--- src/rtl/eth_tlptap_pkt.sv ---
// eth_tlptap_pkt: packet-aware passive AXI-Stream tap feeding an almost-full FIFO,
// with drop/truncate handling, error end markers, tuser filter and saturating stats.
module eth_tlptap_pkt #(
    parameter int C_DATA_WIDTH = 64,
    parameter int KEEP_WIDTH = C_DATA_WIDTH / 32,
    parameter int USER_WIDTH = 8,
    parameter int DIN_WIDTH = 2 + 4 * KEEP_WIDTH + C_DATA_WIDTH + USER_WIDTH,
    parameter bit FILTER_EN = 1'b0,
    parameter logic [USER_WIDTH-1:0] FILTER_MASK = 8'hFF,
    parameter logic [USER_WIDTH-1:0] FILTER_VALUE = 8'h00,
    parameter int CNT_WIDTH = 32
) (
    input  logic                    clk,
    input  logic                    rst_n,
    input  logic [C_DATA_WIDTH-1:0] s_axis_tdata,
    input  logic [USER_WIDTH-1:0]   s_axis_tuser,
    input  logic                    s_axis_tlast,
    input  logic [KEEP_WIDTH-1:0]   s_axis_tkeep,
    input  logic                    s_axis_tvalid,
    input  logic                    s_axis_tready,
    input  logic                    enable,
    input  logic                    clear_stats,
    output logic                    wr_en,
    output logic [DIN_WIDTH-1:0]    din,
    input  logic                    full,
    output logic [CNT_WIDTH-1:0]    pkt_cnt,
    output logic [CNT_WIDTH-1:0]    drop_cnt,
    output logic [CNT_WIDTH-1:0]    trunc_cnt
);

    typedef enum logic [1:0] {IDLE, PASS, DROP, TRUNC} state_t;

    state_t                    state;
    logic                      fix_pending;
    logic                      beat;
    logic                      sop_ok;
    logic                      wr_beat;
    logic                      pkt_inc;
    logic                      drop_inc;
    logic                      trunc_inc;
    logic [4*KEEP_WIDTH-1:0]   byte_keep;

    always_comb begin
        for (int i = 0; i < KEEP_WIDTH; i++) byte_keep[4*i +: 4] = {4{s_axis_tkeep[i]}};
        beat      = s_axis_tvalid && s_axis_tready;
        sop_ok    = enable && (!FILTER_EN || ((s_axis_tuser & FILTER_MASK) == FILTER_VALUE));
        // fix_pending is never set while in PASS, so beat writes and markers never collide
        wr_beat   = beat && !full && (state == PASS || (state == IDLE && sop_ok && !fix_pending));
        pkt_inc   = wr_beat && s_axis_tlast;
        drop_inc  = beat && state == IDLE && sop_ok && (full || fix_pending);
        trunc_inc = beat && state == PASS && full;
    end

    always_ff @(posedge clk or negedge rst_n) begin
        if (!rst_n) begin
            state       <= IDLE;
            fix_pending <= 1'b0;
            wr_en       <= 1'b0;
            din         <= '0;
            pkt_cnt     <= '0;
            drop_cnt    <= '0;
            trunc_cnt   <= '0;
        end else begin
            wr_en <= wr_beat;
            din   <= wr_beat ? {1'b0, byte_keep, s_axis_tdata, s_axis_tuser, s_axis_tlast} : '0;
            if (beat) begin
                case (state)
                    IDLE:  state <= s_axis_tlast ? IDLE : (wr_beat ? PASS : DROP);
                    PASS:  state <= s_axis_tlast ? IDLE : (full ? TRUNC : PASS);
                    TRUNC: state <= s_axis_tlast ? IDLE : TRUNC;
                    DROP:  state <= s_axis_tlast ? IDLE : DROP;
                endcase
                if (s_axis_tlast && (state == TRUNC || trunc_inc)) fix_pending <= 1'b1;
            end
            if (fix_pending && !full) begin
                wr_en       <= 1'b1;
                din         <= {1'b1, {(DIN_WIDTH-2){1'b0}}, 1'b1};
                fix_pending <= 1'b0;
            end
            pkt_cnt   <= clear_stats ? '0 : (pkt_inc && !(&pkt_cnt)) ? pkt_cnt + CNT_WIDTH'(1) : pkt_cnt;
            drop_cnt  <= clear_stats ? '0 : (drop_inc && !(&drop_cnt)) ? drop_cnt + CNT_WIDTH'(1) : drop_cnt;
            trunc_cnt <= clear_stats ? '0 : (trunc_inc && !(&trunc_cnt)) ? trunc_cnt + CNT_WIDTH'(1) : trunc_cnt;
        end
    end

endmodule

--- config.mk ---
export PLATFORM = sky130hd
export DESIGN_NAME = eth_tlptap_pkt
export DESIGN_NICKNAME = d
export VERILOG_FILES = /design/src/rtl/eth_tlptap_pkt.sv
export SDC_FILE = /design/constraint.sdc
export NUM_CORES = 1
export LEC_CHECK = 0
export CAP_MARGIN = 0
export CORE_AREA = 2 2 137 139
export CTS_CLUSTER_SIZE = 8
export DETAILED_ROUTE_END_ITERATION = 6
export DIE_AREA = 0 0 139 141
export PLACE_DENSITY = 0.77
export SLEW_MARGIN = 0
export SYNTH_ARGS = -nofsm -noshare
export SYNTH_HDL_FRONTEND = slang
export SYNTH_SLANG_ARGS = --single-unit
--- constraint.sdc ---
create_clock -name clk -period 3.68 [get_ports clk]
set_clock_uncertainty 0.1 [all_clocks]
set_input_delay 1.104 -clock clk [delete_from_list [all_inputs] [get_ports clk]]
set_output_delay 1.104 -clock clk [all_outputs]
set_load 0.01 [all_outputs]
==> impl_metrics.ini, run 1 <==
[outcome]
status = finished, final reports clean

[synth]
syn-num-nets = 864
yosysMostFrequentCell = dfrtp_1
synth_top_area_share = 0.549
synth_flop_cell = dfrtp_1
yosys.area.top_type = dfrtp_1
synthCells = 779
ys_ff_latch = 176
synth_warnings = 0
synth_edf_count = 0
synth_async_sr_flop_share = 1.00
synth_seq_area_share = 0.549
netlist_area_um2 = 8020
synth_area_leaders = dfrtp_1 (55%), and2_1 (6.2%), a21oi_1 (3.7%)
ys_types = 48
synth_common_cells = dfrtp_1 (176), and2_1 (79), a21oi_1 (60)
avgSynthCellArea_um2 = 10.3

[global_routing]
antenna_found_initial = 1
grt_overflow = 0
grt_pass1_vias = 6917
grt_first_pass_wirelength_um = 35000
grt_max_degree = 90
grt.total_usage = 0.220

[min_path]
min_path_type = flip-flop to flip-flop

[setup_path]
start_kind = input port
arrival_ns = 3.46
cp_data_required_time_ns = 3.93
cp_max_fo = 13
r2r_slack_ns = 0.85
critical_path.endpoint_type = flip-flop
critPathKind = input port to flip-flop

[final_layout]
register_area_um2 = 4400
drive_above_1_share = 0.0743
fin_area_um2 = 11500
multi_input_area_um2 = 3410
area_growth_pct = 43.4
post-route-util = 0.630
nNetsFinal = 1122
nFillCells = 1506

[sta]
period_share = 0.873
timing.final.hold_violations = 0
period_minus_slack_ns = 3.21
slew_headroom = 0.294
worst_pin_slew_ns = 1.04
worst_hold_slack_ns = 0.476
setup_viol = 0
rsz0062_at_grt = false
setup_tns_ns = 0
clock.fmax_mhz = 311
slew_viol_final = 0

[placed_design]
gp_congestion = 0.835
dpl-instance-area_um2 = 10900
portBuffers = 260
hpwl_um = 15500

[clocking]
clockRootBuffer = clkbuf_16
cts_buffers = 17
htree_levels = 4
cts_buffer_depth = 2
cts_hold_buf = 0
clock-sinks = 176
cts_resized = 0
cts_tree = yes
clk_pin_slew_ns = 0.07
cts.repair_timing.setup_buffer_count = 0
clk_latency_ns = 0.44

[job]
max_cap_viol_count = 0

[routing]
wl_per_cell_um = 16.9
vias = 7088
detail_route.wirelength_um = 21700
vias_per_cell = 5.52
drt_iter0_drc = 440
drc = 0
drt_first_pass_iters = 5
detail-route-antenna-nets = 0

[pwr]
vdd_ir_drop_max_uv = 316
power_leakage_nw = 4.63
p_per_area_nw_per_um2 = 352

[floorplanning]
die_h_um = 141
start_util = 0.439
die_area_um2 = 19600
core-area_um2 = 18300
rows = 50
fp.dieW_um = 139
io_pins = 261
worst paths after layout:
| check | cells after the start | from | to |
|---|---|---|---|
| max | 7 | s_axis_tready | drop_cnt[17] |
| min | 2 | pkt_cnt[10] | pkt_cnt[10] |
| max reg2reg | 5 | drop_cnt[8] | drop_cnt[30] |
| min reg2reg | 2 | pkt_cnt[10] | pkt_cnt[10] |
| max in group asynchronous | 2 | rst_n | din[0] |
| min in group asynchronous | 1 | rst_n | drop_cnt[19] |
area by class of cell:
class,count,area share
Clock buffer,18,0.0373
Multi-Input combinational cell,551,0.297
Antenna cell,1,0.000218
Sequential cell,176,0.383
Tap cell,234,0.0255
Clock inverter,14,0.0147
Timing Repair Buffer,277,0.238
Inverter,14,0.00457
sequential cells by signal, summed over array words and instances (netlist names):
signal	count
trunc_cnt	32
drop_cnt	32
state	2
fix_pending	1
wr_en	1
pkt_cnt	32
din	76
metrics by stage:
step	std cells	worst slack [ns]	power (mW)
CTS	1284	0.472	4.09
detailed placement	1252	0.0200	2.25
global placement	1252	0.0643	2.24
floorplan	779	0.678	2.06
finish	1285	0.466	4.05
global route	1285	0.358	4.20
cell families after synthesis:
| logic type | synth area share |
|---|---|
| flops | 0.549 |
| simple gates | 0.264 |
| buf+inv | 0.0276 |
| compound gates | 0.116 |
| xor+xnor | 0.0186 |
| mux | 0.0206 |
| fa+ha+maj | 0.00468 |
report_power, final:
group / total, mW / internal [mW] / leakage, nW / switching (mW)
registers: 1.96 / 1.95 / 2.45 / 0.0110
clock network: 1.85 / 0.975 / 0.287 / 0.873
logic: 0.240 / 0.129 / 1.89 / 0.112
metal layers:
| layer | global-route usage | part of all wire | wire, um |
|---|---|---|---|
| met1 | 0.261 | 0.39 | 8530 |
| met2 | 0.375 | 0.51 | 11000 |
| met3 | 0.0825 | 0.084 | 1820 |
| met4 | 0.0680 | 0.014 | 308 |
| met5 | 0 | 0 | 0 |
layout by cell type, fill, tap and decap left out, types with 24 or more instances in the layout:
| master | Yosys | final |
|---|---|---|
| dfrtp_1 | 176 | 176 |
| a21oi_1 | 60 | 60 |
| clkdlybuf4s50_1 | 0 | 258 |
| nand2_1 | 44 | 44 |
| nand3_1 | 28 | 28 |
| or3_1 | 37 | 37 |
| nand4_1 | 24 | 24 |
| or4_1 | 29 | 29 |
| nor2_1 | 43 | 42 |
| o21ai_0 | 41 | 41 |
| and2_1 | 79 | 79 |
critical path, stage by stage:
cell	delay (ns)
clkdlybuf4s50_1	0.56
nand3b_4	0.10
or4_1	0.55
a311o_1	0.47
buf_4	0.22
or3_1	0.30
a21oi_1	0.16
(Power assumes the default switching activity.)
==> run 2: changes to the inputs <==
--- a/config.mk
+++ b/config.mk
@@ -10,7 +10,7 @@
 export CTS_CLUSTER_SIZE = 8
 export DETAILED_ROUTE_END_ITERATION = 6
 export DIE_AREA = 0 0 139 141
-export PLACE_DENSITY = 0.77
+export PLACE_DENSITY = 0.88
 export SLEW_MARGIN = 0
 export SYNTH_ARGS = -nofsm -noshare
 export SYNTH_HDL_FRONTEND = slang
==> impl_metrics.ini, run 2 (synthesis results as in run 1) <==
[routing]
detail_route.wirelength_um = 22200
drc = 0
vias = 7149
wl_per_cell_um = 17.3
detail-route-antenna-nets = 0
drt_first_pass_iters = 5
drt_iter0_drc = 538
vias_per_cell = 5.55

[final_layout]
largest_register = din
layout_common_cells = clkdlybuf4s50_1 (258), dfrtp_1 (176), and2_1 (79), a21oi_1 (60), nand2_1 (44)
fin_area_um2 = 11600
largest_register_ffs = 76
instances_no_fill = 1288
area_growth_pct = 44.3
drive_above_1_share = 0.0779
layout_commonest_cell = clkdlybuf4s50_1
nNetsFinal = 1125

[clocking]
cts.repair_timing.setup_buffer_count = 0
cts_buffer_depth = 2
cts_tree = yes
clock-sinks = 176
cts_buffers = 17
clk_pin_slew_ns = 0.07
htree_levels = 4
clk_latency_ns = 0.44
cts_hold_buf = 0
clockRootBuffer = clkbuf_16
cts_resized = 0

[global_routing]
antenna_found_initial = 1
grt_pass1_vias = 6945
grt_overflow = 0
grt_max_degree = 75
grt_first_pass_wirelength_um = 35500
grt.total_usage = 0.225

[sta]
rsz0062_at_grt = false
setup_ws_ns = 0.500
period_share = 0.864
clock.fmax_mhz = 314
timing.final.hold_violations = 0
setup_viol = 0
worst_pin_slew_ns = 0.971
period_minus_slack_ns = 3.18
slew_viol_final = 0
slew_headroom = 0.342
setup_tns_ns = 0

[pwr]
p_int_mw = 3.03
vdd_ir_drop_max_uv = 323
p_sw_frac = 0.254
clkPwrFrac = 0.456
pwr-share-seq = 0.483
p_per_area_nw_per_um2 = 351
power_leakage_nw = 4.67
combPwrFrac = 0.061
p_sw_mw = 1.03

[min_path]
hold_path_depth = 2
hold_start = pkt_cnt[10]
min_path_type = flip-flop to flip-flop
whs_endpoint = pkt_cnt[10]

[setup_path]
ff2ff_path_depth = 5
arrival_ns = 3.40
r2r-end = drop_cnt[30]
cp_slowest_stage_delay_ns = 0.56
path_cells = clkdlybuf4s50_1 > nand3b_4 > or4_1 > a311o_1 > buf_4 > nor2_1 > mux2_2
cp_slowest_cell = clkdlybuf4s50_1
start_kind = input port
critPathBufInv = 2
critPathKind = input port to flip-flop
cp_data_required_time_ns = 3.90
r2r_start = drop_cnt[8]
cp_max_fo = 11
r2r_slack_ns = 1.00
critPathLaunch = s_axis_tvalid
critical_path.endpoint_type = flip-flop
worst_path_dominant_cell_family = simple AND/OR/NAND/NOR gates

[floorplanning]
fp.dieW_um = 139
die_h_um = 141
start_util = 0.439
core-area_um2 = 18300
die_area_um2 = 19600
io_pins = 261
rows = 50

[placed_design]
hpwl_um = 16100
pre_cts_slack_ns = 0.0570
dpl-instance-area_um2 = 11000
portBuffers = 260
dp.cells = 1255
gp_congestion = 0.837

[job]
max_cap_viol_count = 0

[outcome]
status = finished, final reports clean
==> run 2: changes by cell type in the layout (fill, tap and decap cells not counted), sizes merged <==
cell      change
buf           +3
clkinv        +5
bufinv        -1
inv           -2
clkinvlp      -2
==> run 2: power by group through the flow <==
stage / combinational (mW) / sequential [mW] / clock [mW]
floorplan: 0.0568 / 2.01 / 0
global placement: 0.247 / 2.00 / 0
detailed placement: 0.253 / 2.00 / 0
CTS: 0.254 / 1.96 / 1.89
global route: 0.273 / 1.97 / 1.98
finish: 0.249 / 1.96 / 1.85
==> run 2: worst max-delay path by stage <==
stage	end	slack, ns	depth (start not counted)
2_1_floorplan	drop_cnt[15]	0.68	7
3_3_place_gp	drop_cnt[15]	0.09	7
3_5_place_dp	drop_cnt[15]	0.06	7
4_1_cts	drop_cnt[15]	0.51	7
5_1_grt	drop_cnt[15]	0.39	7
6_report	drop_cnt[15]	0.50	7
==> run 2: area by class of cell <==
class	count	area, um^2
Fill cell	1435	6690
Antenna cell	1	2.50
Inverter	14	52.6
Clock buffer	18	439
Tap cell	234	293
Multi-Input combinational cell	551	3410
Sequential cell	176	4400
Timing Repair Buffer	280	2790
Clock inverter	14	185
==> run 2: layer usage <==
metal  up-vias  part of all wire  track usage
li1       3352                 -            -
met1      3506              0.38        0.252
met2       258              0.53        0.400
met3        33             0.075       0.0805
met4         0             0.018       0.0776
met5         -                 0            0
==> run 2: metrics by stage <==
stage | hold slack [ns] | power (mW) | utilization
after floorplan | 0.428 | 2.06 | -
after global placement | 0.454 | 2.25 | 0.599
after detailed placement | 0.465 | 2.25 | 0.599
after CTS | 0.475 | 4.11 | 0.634
after global routing | 0.506 | 4.22 | 0.634
final | 0.476 | 4.06 | 0.634
==> run 2: worst reg2reg max path, cell delays in order (launching register included) <==
cell and delay, ns:
dfrtp_1 0.46, nand4_1 0.24, nor4_1 0.75, o2111ai_1 0.40
or4_1 0.50, a21oi_1 0.15
